==> src/rtl/cpu_clint.sv <==
// Machine timer/software/external interrupt source feeding the CSR MIP bits; 1-cycle read latency, writes land at the issuing edge.
// Strobes may be issued every cycle; there is no backpressure.
module cpu_clint #(
  parameter int PRESCALE    = 50,
  parameter int SYNC_STAGES = 2
) (
  input  logic        clk_i,
  input  logic        reset_i,
  input  logic [2:0]  addr_i,
  input  logic        read_enable_i,
  output logic [31:0] read_data_o,
  input  logic        write_enable_i,
  input  logic [31:0] write_data_i,
  input  logic [3:0]  write_mask_i,
  input  logic        ext_irq_i,
  output logic        mtip_o,
  output logic        msip_o,
  output logic        meip_o
);

  localparam logic [15:0] PS_MAX = 16'(PRESCALE - 1);

  function automatic logic [31:0] merge_bytes(input logic [31:0] old_val,
                                              input logic [31:0] new_val,
                                              input logic [3:0]  mask);
    logic [31:0] r;
    r = old_val;
    for (int i = 0; i < 4; i++) begin
      if (mask[i]) r[8*i +: 8] = new_val[8*i +: 8];
    end
    return r;
  endfunction

  logic [15:0]            ps_q;
  logic [63:0]            mtime_q;
  logic [63:0]            mtimecmp_q;
  logic                   msip_q;
  logic                   pending_q;
  logic [SYNC_STAGES-1:0] sync_q;
  logic                   sync_d_q;
  logic                   rise_q;
  logic                   mtip_q;
  logic [31:0]            rdata_q;

  logic        tick;
  logic        wr_msip, wr_extclr, wr_cmp_lo, wr_cmp_hi, wr_mtime_lo, wr_mtime_hi;
  logic        ext_clr;
  logic [15:0] ps_nxt;
  logic [63:0] mtime_nxt;
  logic [31:0] rd_mux;

  always_comb begin
    wr_msip     = write_enable_i && (addr_i == 3'd0);
    wr_extclr   = write_enable_i && (addr_i == 3'd1);
    wr_cmp_lo   = write_enable_i && (addr_i == 3'd2);
    wr_cmp_hi   = write_enable_i && (addr_i == 3'd3);
    wr_mtime_lo = write_enable_i && (addr_i == 3'd4);
    wr_mtime_hi = write_enable_i && (addr_i == 3'd5);
    ext_clr     = wr_extclr && write_mask_i[0] && write_data_i[0];
    tick        = (ps_q == PS_MAX);
  end

  // A software write to either mtime half suppresses that cycle's increment and restarts the prescaler.
  always_comb begin
    mtime_nxt = mtime_q;
    ps_nxt    = ps_q + 16'd1;
    if (wr_mtime_lo) begin
      mtime_nxt[31:0] = merge_bytes(mtime_q[31:0], write_data_i, write_mask_i);
      ps_nxt          = 16'd0;
    end else if (wr_mtime_hi) begin
      mtime_nxt[63:32] = merge_bytes(mtime_q[63:32], write_data_i, write_mask_i);
      ps_nxt           = 16'd0;
    end else if (tick) begin
      mtime_nxt = mtime_q + 64'd1;
      ps_nxt    = 16'd0;
    end
  end

  always_comb begin
    rd_mux = 32'd0;
    case (addr_i)
      3'd0:    rd_mux = {31'd0, msip_q};
      3'd1:    rd_mux = {31'd0, pending_q};
      3'd2:    rd_mux = mtimecmp_q[31:0];
      3'd3:    rd_mux = mtimecmp_q[63:32];
      3'd4:    rd_mux = mtime_q[31:0];
      3'd5:    rd_mux = mtime_q[63:32];
      default: rd_mux = 32'd0;
    endcase
  end

  always_ff @(posedge clk_i or posedge reset_i) begin
    if (reset_i) begin
      ps_q       <= 16'd0;
      mtime_q    <= 64'd0;
      mtimecmp_q <= '1;
      msip_q     <= 1'b0;
      mtip_q     <= 1'b0;
      rdata_q    <= 32'd0;
    end else begin
      ps_q    <= ps_nxt;
      mtime_q <= mtime_nxt;
      if (wr_cmp_lo) mtimecmp_q[31:0]  <= merge_bytes(mtimecmp_q[31:0], write_data_i, write_mask_i);
      if (wr_cmp_hi) mtimecmp_q[63:32] <= merge_bytes(mtimecmp_q[63:32], write_data_i, write_mask_i);
      if (wr_msip && write_mask_i[0]) msip_q <= write_data_i[0];
      mtip_q  <= (mtime_q >= mtimecmp_q);
      rdata_q <= read_enable_i ? rd_mux : 32'd0;
    end
  end

  // Synchronizer, then a registered rising-edge pulse; a new edge beats a coincident clear.
  always_ff @(posedge clk_i or posedge reset_i) begin
    if (reset_i) begin
      sync_q    <= '0;
      sync_d_q  <= 1'b0;
      rise_q    <= 1'b0;
      pending_q <= 1'b0;
    end else begin
      sync_q   <= {sync_q[SYNC_STAGES-2:0], ext_irq_i};
      sync_d_q <= sync_q[SYNC_STAGES-1];
      rise_q   <= sync_q[SYNC_STAGES-1] && !sync_d_q;
      if (rise_q)       pending_q <= 1'b1;
      else if (ext_clr) pending_q <= 1'b0;
    end
  end

  assign read_data_o = rdata_q;
  assign mtip_o      = mtip_q;
  assign msip_o      = msip_q;
  assign meip_o      = pending_q;

endmodule

==> config.mk <==
export PLATFORM = sky130hd
export DESIGN_NAME = cpu_clint
export DESIGN_NICKNAME = d
export VERILOG_FILES = /design/src/rtl/cpu_clint.sv
export SDC_FILE = /design/constraint.sdc
export NUM_CORES = 1
export LEC_CHECK = 0
export BUFFER_PORTS_ARGS = -buffer_cell sky130_fd_sc_hd__buf_2
export CAP_MARGIN = 10
export CORE_ASPECT_RATIO = 0.8
export CORE_MARGIN = 1
export CORE_UTILIZATION = 45
export DETAILED_ROUTE_END_ITERATION = 16
export PLACE_DENSITY = 0.7
export SYNTH_ARGS = -nofsm -noshare
export SYNTH_HDL_FRONTEND = slang
export SYNTH_SLANG_ARGS = --single-unit
export TNS_END_PERCENT = 100
==> constraint.sdc <==
create_clock -name clk_i -period 6.2 [get_ports clk_i]
set_input_delay 0.93 -clock clk_i [delete_from_list [all_inputs] [get_ports clk_i]]
set_output_delay 0.93 -clock clk_i [all_outputs]
set_load 0.02 [all_outputs]
==> results of run 1 <==
==> kinds of logic after synthesis <==
| kind of cell | after synthesis | share of synthesized area (%) |
|---|---|---|
| AO/OA/AOI/OAI | 401 | 23.10 |
| flip-flops | 183 | 43.05 |
| buffers and inverters | 142 | 5.236 |
| AND/OR/NAND/NOR | 417 | 19.60 |
| XOR/XNOR | 12 | 0.9710 |
| adder cells (fa/ha/maj) | 67 | 7.745 |
| multiplexers | 3 | 0.3005 |
==> layout by cell type, fill, tap and decap left out, types with 5 or more instances in the layout <==
master	Yosys	layout
a211oi_1	14	14
a21o_1	12	12
a21oi_1	119	119
a22oi_1	63	63
a31oi_1	17	17
and2_1	10	10
and3_1	16	16
and4_1	11	11
buf_2	6	78
buf_4	0	9
clkbuf_16	0	19
dfrtp_1	119	119
dfstp_2	64	64
ha_1	67	67
inv_1	78	77
nand2_1	142	140
nand3_1	46	46
nand4_1	35	35
nor2_1	84	84
nor2b_1	7	7
nor3_1	19	19
nor4_1	11	11
o21a_1	9	9
o21ai_0	99	98
o22a_1	16	16
o22ai_1	14	14
o2bb2a_1	7	7
or3_1	5	5
xnor2_1	6	6
xor2_1	6	6
==> per-stage QoR <==
stage               instance area [um2]  power, mW  util (%)
finish                            12010      3.606     51.05
global route                      12010      3.819     51.05
CTS                               12010      3.613     51.05
detailed placement                11430      2.527     48.58
global placement                  11430      2.492     48.58
floorplan                         10820      2.232         -
==> registers in the layout (all words and copies together) (netlist names) <==
register / cells
mtip_o: 1
mtime_q: 64
rise_q: 1
ps_q: 16
msip_o: 1
sync_q: 2
read_data_o: 32
mtimecmp_q: 64
sync_d_q: 1
meip_o: 1
==> worst max-delay path: stages <==
cell and delay (ns):
buf_2 0.20, nor3b_2 0.19, buf_4 0.41, nand2_2 0.66
nor2_1 0.35, a41oi_1 0.08, o22a_1 0.25
==> layout make-up <==
type | instances | area [um2]
clock buffers | 22 | 496.7
well taps | 312 | 390.4
clock inverters | 10 | 83.83
inverters | 78 | 300.3
repair buffers | 87 | 457.9
fillers | 2289 | 11510
multi-input cells | 900 | 5619
flip-flops and latches | 183 | 4659
==> worst max-delay path by stage <==
stage	from	endpoint	slack, ns	cells after the start
2_1_floorplan	reset_i	meip_o	0.40	1
4_1_cts	addr_i[0]	mtime_q[34]	3.48	7
6_report	addr_i[2]	mtime_q[21]	3.40	7
5_1_grt	addr_i[2]	mtime_q[21]	3.21	7
3_5_place_dp	addr_i[0]	mtime_q[34]	3.02	7
3_3_place_gp	addr_i[2]	mtime_q[50]	3.05	6
==> power by group <==
group | switching (mW) | internal (mW)
clock network | 0.495 | 0.579
registers | 0.203 | 1.46
logic | 0.533 | 0.336
==> per-layer routing <==
metal	part of all wire, %	global-route usage, %	wire length, um	up-vias
li1	-	-	-	4579
met1	46	37.61	14390	4794
met2	43	38.72	13480	438
met3	8.6	6.284	2704	60
met4	2.4	8.421	737	2
met5	0.026	0	8	-
==> flow_summary.toml, run 1 <==
[status]
status = "completed"

[worst_setup_path]
r2r_cells = 6
cp_max_fo = 56
end_kind = "flop"
arrival_ns = 3.13
worstReg2RegStart = "mtime_q[8]"
crit_type = "primary input to flop"
start_kind = "primary input"
rrSetupSlack_ns = 3.46
reg2reg_to = "mtime_q[63]"
required_ns = 6.54

[sta]
period_share_pct = 45.10
fin_tns_setup_ns = 0
max_freq_mhz = 357.7
holdWs_ns = 0.3569
clock_skew_ns = 0.009769
slew_violations = 0
fin_crit_ns = 2.796
slew_headroom_pct = 31.58
worst_slack_ns = 3.404
rsz0062_at_grt = "no"
hold_viol_final = 0
setup_violations = 0
tightest_slew_ns = 1.023

[cts]
cts_root_buffer = "clkbuf_16"
clkTransAtPathRegs_ns = 0.07
cts_buffer_depth = 2
htreeDepth = 4
numCtsBuffers = 17
post_cts_resized = 0
cts_tree = "built"
ctsHoldBuffers = 0
cts_setup_buffers = 0
cts_num_sinks = 183
worstSkewPairLatency_ns = 0.45

[yosys]
synth_most_common_cell = "nand2_1"
ys_seq_elements = 183
async_flop_share_pct = 100.0
synth_area_leader_cell = "dfrtp_1"
synthCells = 1225
synth_area_um2 = 10820
yosys-top-cells-count = "nand2_1 (142), a21oi_1 (119), dfrtp_1 (119)"
synth_nets = 1336
synth_edf_count = 0
yosys-top-cells-area = "dfrtp_1 (28%), dfstp_2 (16%), ha_1 (7.7%)"
ys_types = 69
yosysTopAreaCellShare_pct = 27.51
synth_ff_type = "dfrtp_1"
synth_warnings = 0
yosysSeqAreaShare_pct = 43.05
avgSynthCellArea_um2 = 8.836

[power_and_ir_drop]
ir_drop_uv = 185.7
p_per_area_nw_per_um2 = 300.3
p_leak_nw = 5.061

[finish]
instances_no_fill = 1592
layout.nets = 1378
drive_gt1_share_pct = 16.17
area_delta_synth_final_pct = 10.94
diodes = 0

[placement]
hpwlAfterDp_um = 21920
gp_congestion = 0.9091
portBuffers = 78
place_worst_setup_slack_ns = 3.021
dp_cells = 1560

[hold_path]
whs_path_depth = 0
hold_start = "sync_q[0]"
min_path_type = "flop to flop"
min_to = "sync_q[1]"

[die]
die_w_um = 175.4
core.rowCount = 50
die_y_um = 140.7
dieArea_um2 = 24680
start_util_pct = 46.02
ios = 79
core_area_um2 = 23520

[routing]
drt_first_pass_iters = 8
wire_per_inst_um = 19.67
drc = 0
first_iter_violations = 985
wirelength_um = 31320
ant_nets = 0
vias_per_cell = 6.202
num_vias = 9873

[global_routing]
grt_pass1_wl_um = 50690
grt_max_degree = 137
grt_antenna_before_repair = 1
grt_usage_pct = 26.19
grt_pass1_vias = 9394
overflow = 0

[run]
max_cap_violations = 0
Power figures use the tool's default switching activity.
==> run 2, diff against run 1 <==
--- a/config.mk
+++ b/config.mk
@@ -5,13 +5,14 @@
 export SDC_FILE = /design/constraint.sdc
 export NUM_CORES = 1
 export LEC_CHECK = 0
+export ABC_AREA = 1
 export BUFFER_PORTS_ARGS = -buffer_cell sky130_fd_sc_hd__buf_2
 export CAP_MARGIN = 10
 export CORE_ASPECT_RATIO = 0.8
 export CORE_MARGIN = 1
 export CORE_UTILIZATION = 45
 export DETAILED_ROUTE_END_ITERATION = 16
-export PLACE_DENSITY = 0.7
+export PLACE_DENSITY = 0.73
 export SYNTH_ARGS = -nofsm -noshare
 export SYNTH_HDL_FRONTEND = slang
 export SYNTH_SLANG_ARGS = --single-unit
==> constraint.sdc (replaced) <==
create_clock -name clk_i -period 2.4 [get_ports clk_i]
set_input_delay 0.36 -clock clk_i [delete_from_list [all_inputs] [get_ports clk_i]]
set_output_delay 0.36 -clock clk_i [all_outputs]
set_load 0.02 [all_outputs]
==> run 2 against run 1 <==
  * Non-clock buffer count up 39
  * Cell count grew 38%
  * Highest routed layer is now met4
  * Core utilization grew 0.87 points
  * Worst setup slack lost 3.2 ns
  * Critical path type is now flop to flop
  * Critical endpoint is now mtime_q[34]
  * Sequential power grew to 2.8 times the previous value
  * Die area rose by 11%
  * Clock skew increased by 0.0064 ns
  * Worst hold slack worse by 0.34 ns
  * Critical path depth rose by 4
  * Largest power group unchanged
==> flow_summary.toml, run 2 <==
[die]
start_util_pct = 45.69
ios = 79
die_w_um = 184.6
die_y_um = 148.0
core.rowCount = 53
core_area_um2 = 26260
dieArea_um2 = 27320

[power_and_ir_drop]
ir_drop_uv = 536.1
power_mw = 11.25
p_per_area_nw_per_um2 = 825.2
p_leak_nw = 6.646

[worst_setup_path]
crit_type = "flop to flop"
worstReg2RegStart = "mtime_q[1]"
rrSetupSlack_ns = 0.16
required_ns = 2.77
start_kind = "flop"
reg2reg_to = "mtime_q[34]"
crit_path_start = "mtime_q[1]"
cp_max_fo = 6
arrival_ns = 2.61
end_kind = "flop"
r2r_cells = 11

[finish]
drive_gt1_share_pct = 13.29
diodes = 0
area_delta_synth_final_pct = 13.63
final_cell_mix = "nand2_1 (508), nor2_1 (225), inv_1 (221)"
layout.nets = 1941
final_common_cell = "nand2_1"
fillers = 2656
fin_util_pct = 51.92

[run]
max_cap_violations = 0

[cts]
cts_buffer_depth = 2
cts_tree = "built"
htreeDepth = 4
clkTransAtPathRegs_ns = 0.07
cts_root_buffer = "clkbuf_16"
numCtsBuffers = 17
cts_num_sinks = 183
cts_setup_buffers = 0
worstSkewPairLatency_ns = 0.46

[routing]
wirelength_um = 41810
highest_layer = "met4"
num_vias = 12220
vias_per_cell = 5.555
drt_first_pass_iters = 7
wl_met2_um = 17930
met3_length_um = 3572
ant_nets = 0
wire_per_inst_um = 19.00
met1_length_um = 19460
drc = 0
first_iter_violations = 1243

[yosys]
ys_types = 36
yosys-top-cells-area = "dfrtp_1 (25%), nand2_1 (16%), dfstp_2 (14%)"
yosys-top-cells-count = "nand2_1 (508), nor2_1 (225), inv_1 (222)"
yosysTopAreaCellShare_pct = 24.82
synth_edf_count = 0
async_flop_share_pct = 100.0
synthCells = 1730
synth_ff_type = "dfrtp_1"
synth_most_common_cell = "nand2_1"
synth_nets = 1841
yosysSeqAreaShare_pct = 38.84
synth_area_um2 = 12000
avgSynthCellArea_um2 = 6.935
synth_area_leader_cell = "dfrtp_1"
ys_seq_elements = 183
synth_warnings = 0

[placement]
hpwlAfterDp_um = 32490
gp_congestion = 1.038
portBuffers = 78
place_worst_setup_slack_ns = 0.1643

[global_routing]
grt_pass1_vias = 11270
grt_usage_pct = 31.49
grt_antenna_before_repair = 0
overflow = 0
grt_max_degree = 100
grt_pass1_wl_um = 64410

[sta]
worst_slack_ns = 0.1621
fin_crit_ns = 2.238
fin_tns_setup_ns = 0
period_share_pct = 93.25
tightest_slew_ns = 0.6303
rsz0062_at_grt = "no"
setup_violations = 0
max_freq_mhz = 446.9
clock_skew_ns = 0.01619
slew_violations = 0
slew_headroom_pct = 57.88
hold_viol_final = 0

[hold_path]
min_to = "sync_q[0]"
min_path_type = "primary input to flop"
whs_path_depth = 1
hold_start = "ext_irq_i"

[status]
status = "completed"
-- run 2: cell count changes after synthesis, sizes merged, moves of 15 or more --
cell,change
a21oi,-41
a221oi,+27
a22oi,-63
a31oi,-15
and3,-17
clkbuf,-27
inv,+154
nand2,+366
nand3,+68
nor2,+151
o21ai,+38
o22a,-16
-- run 2: worst max-delay path by stage --
stage,end,slack [ns],depth (start not counted)
final,mtime_q[34],0.16,11
after global routing,mtime_q[50],0.05,11
after CTS,mtime_q[50],0.14,11
after detailed placement,mtime_q[50],0.16,11
after global placement,mtime_q[50],0.24,11
after floorplan,meip_o,-0.26,1
-- run 2: worst max-delay path: stages (launching register included) --
cell	delay, ns
dfrtp_1	0.46
ha_1	0.23
nand2_1	0.08
nor2_1	0.23
nand2_1	0.23
nor2_4	0.26
nand2_1	0.08
nor2_1	0.30
nand2_1	0.09
nand3_1	0.09
nand2_1	0.05
o21ai_0	0.07
-- run 2: cell type report --
cell class / count / area [um2] / area share, %
multi-input cells: 1270 / 6271 / 46.00
flip-flops and latches: 183 / 4659 / 34.18
inverters: 232 / 874.6 / 6.415
repair buffers: 126 / 790.8 / 5.800
clock buffers: 22 / 484.2 / 3.552
well taps: 357 / 446.7 / 3.276
clock inverters: 10 / 106.4 / 0.7801
-- run 2: cell families after synthesis --
logic type,after synthesis,synth area share [%]
XOR/XNOR,10,0.7300
multiplexers,3,0.2503
buffers and inverters,277,8.937
flip-flops,183,38.84
AO/OA/AOI/OAI,285,13.40
adder cells (fa/ha/maj),67,6.987
AND/OR/NAND/NOR,905,30.86
-- run 2: through the flow --
stage | hold WS [ns] | std cells | cell area (um2)
2_1_floorplan | 0.3312 | 1730 | 12000
3_3_place_gp | 0.2881 | 2167 | 13030
3_5_place_dp | 0.2864 | 2167 | 13030
4_1_cts | 0.0003285 | 2200 | 13630
5_1_grt | 0.005148 | 2200 | 13630
6_report | 0.01383 | 2200 | 13630
-- run 2: report_power, final --
group	internal (mW)	switching (mW)	total [mW]	leakage, nW
Sequential	3.89	0.834	4.73	2.17
Clock	1.56	1.33	2.89	0.285
Combinational	1.32	2.30	3.63	4.19
-- run 2: layer usage --
metal / global-route usage (%) / up-vias
li1: - / 5819
met1: 46.86 / 5751
met2: 46.91 / 594
met3: 4.755 / 57
met4: 9.208 / 0
met5: 0 / -
-- run 2: timing repair --
item                                    4_1_cts  5_1_grt
endpoints found under the hold margin         2        0
resized for setup                             0        1
endpoints found under the setup margin        0        3
hold buffers                                  1        0
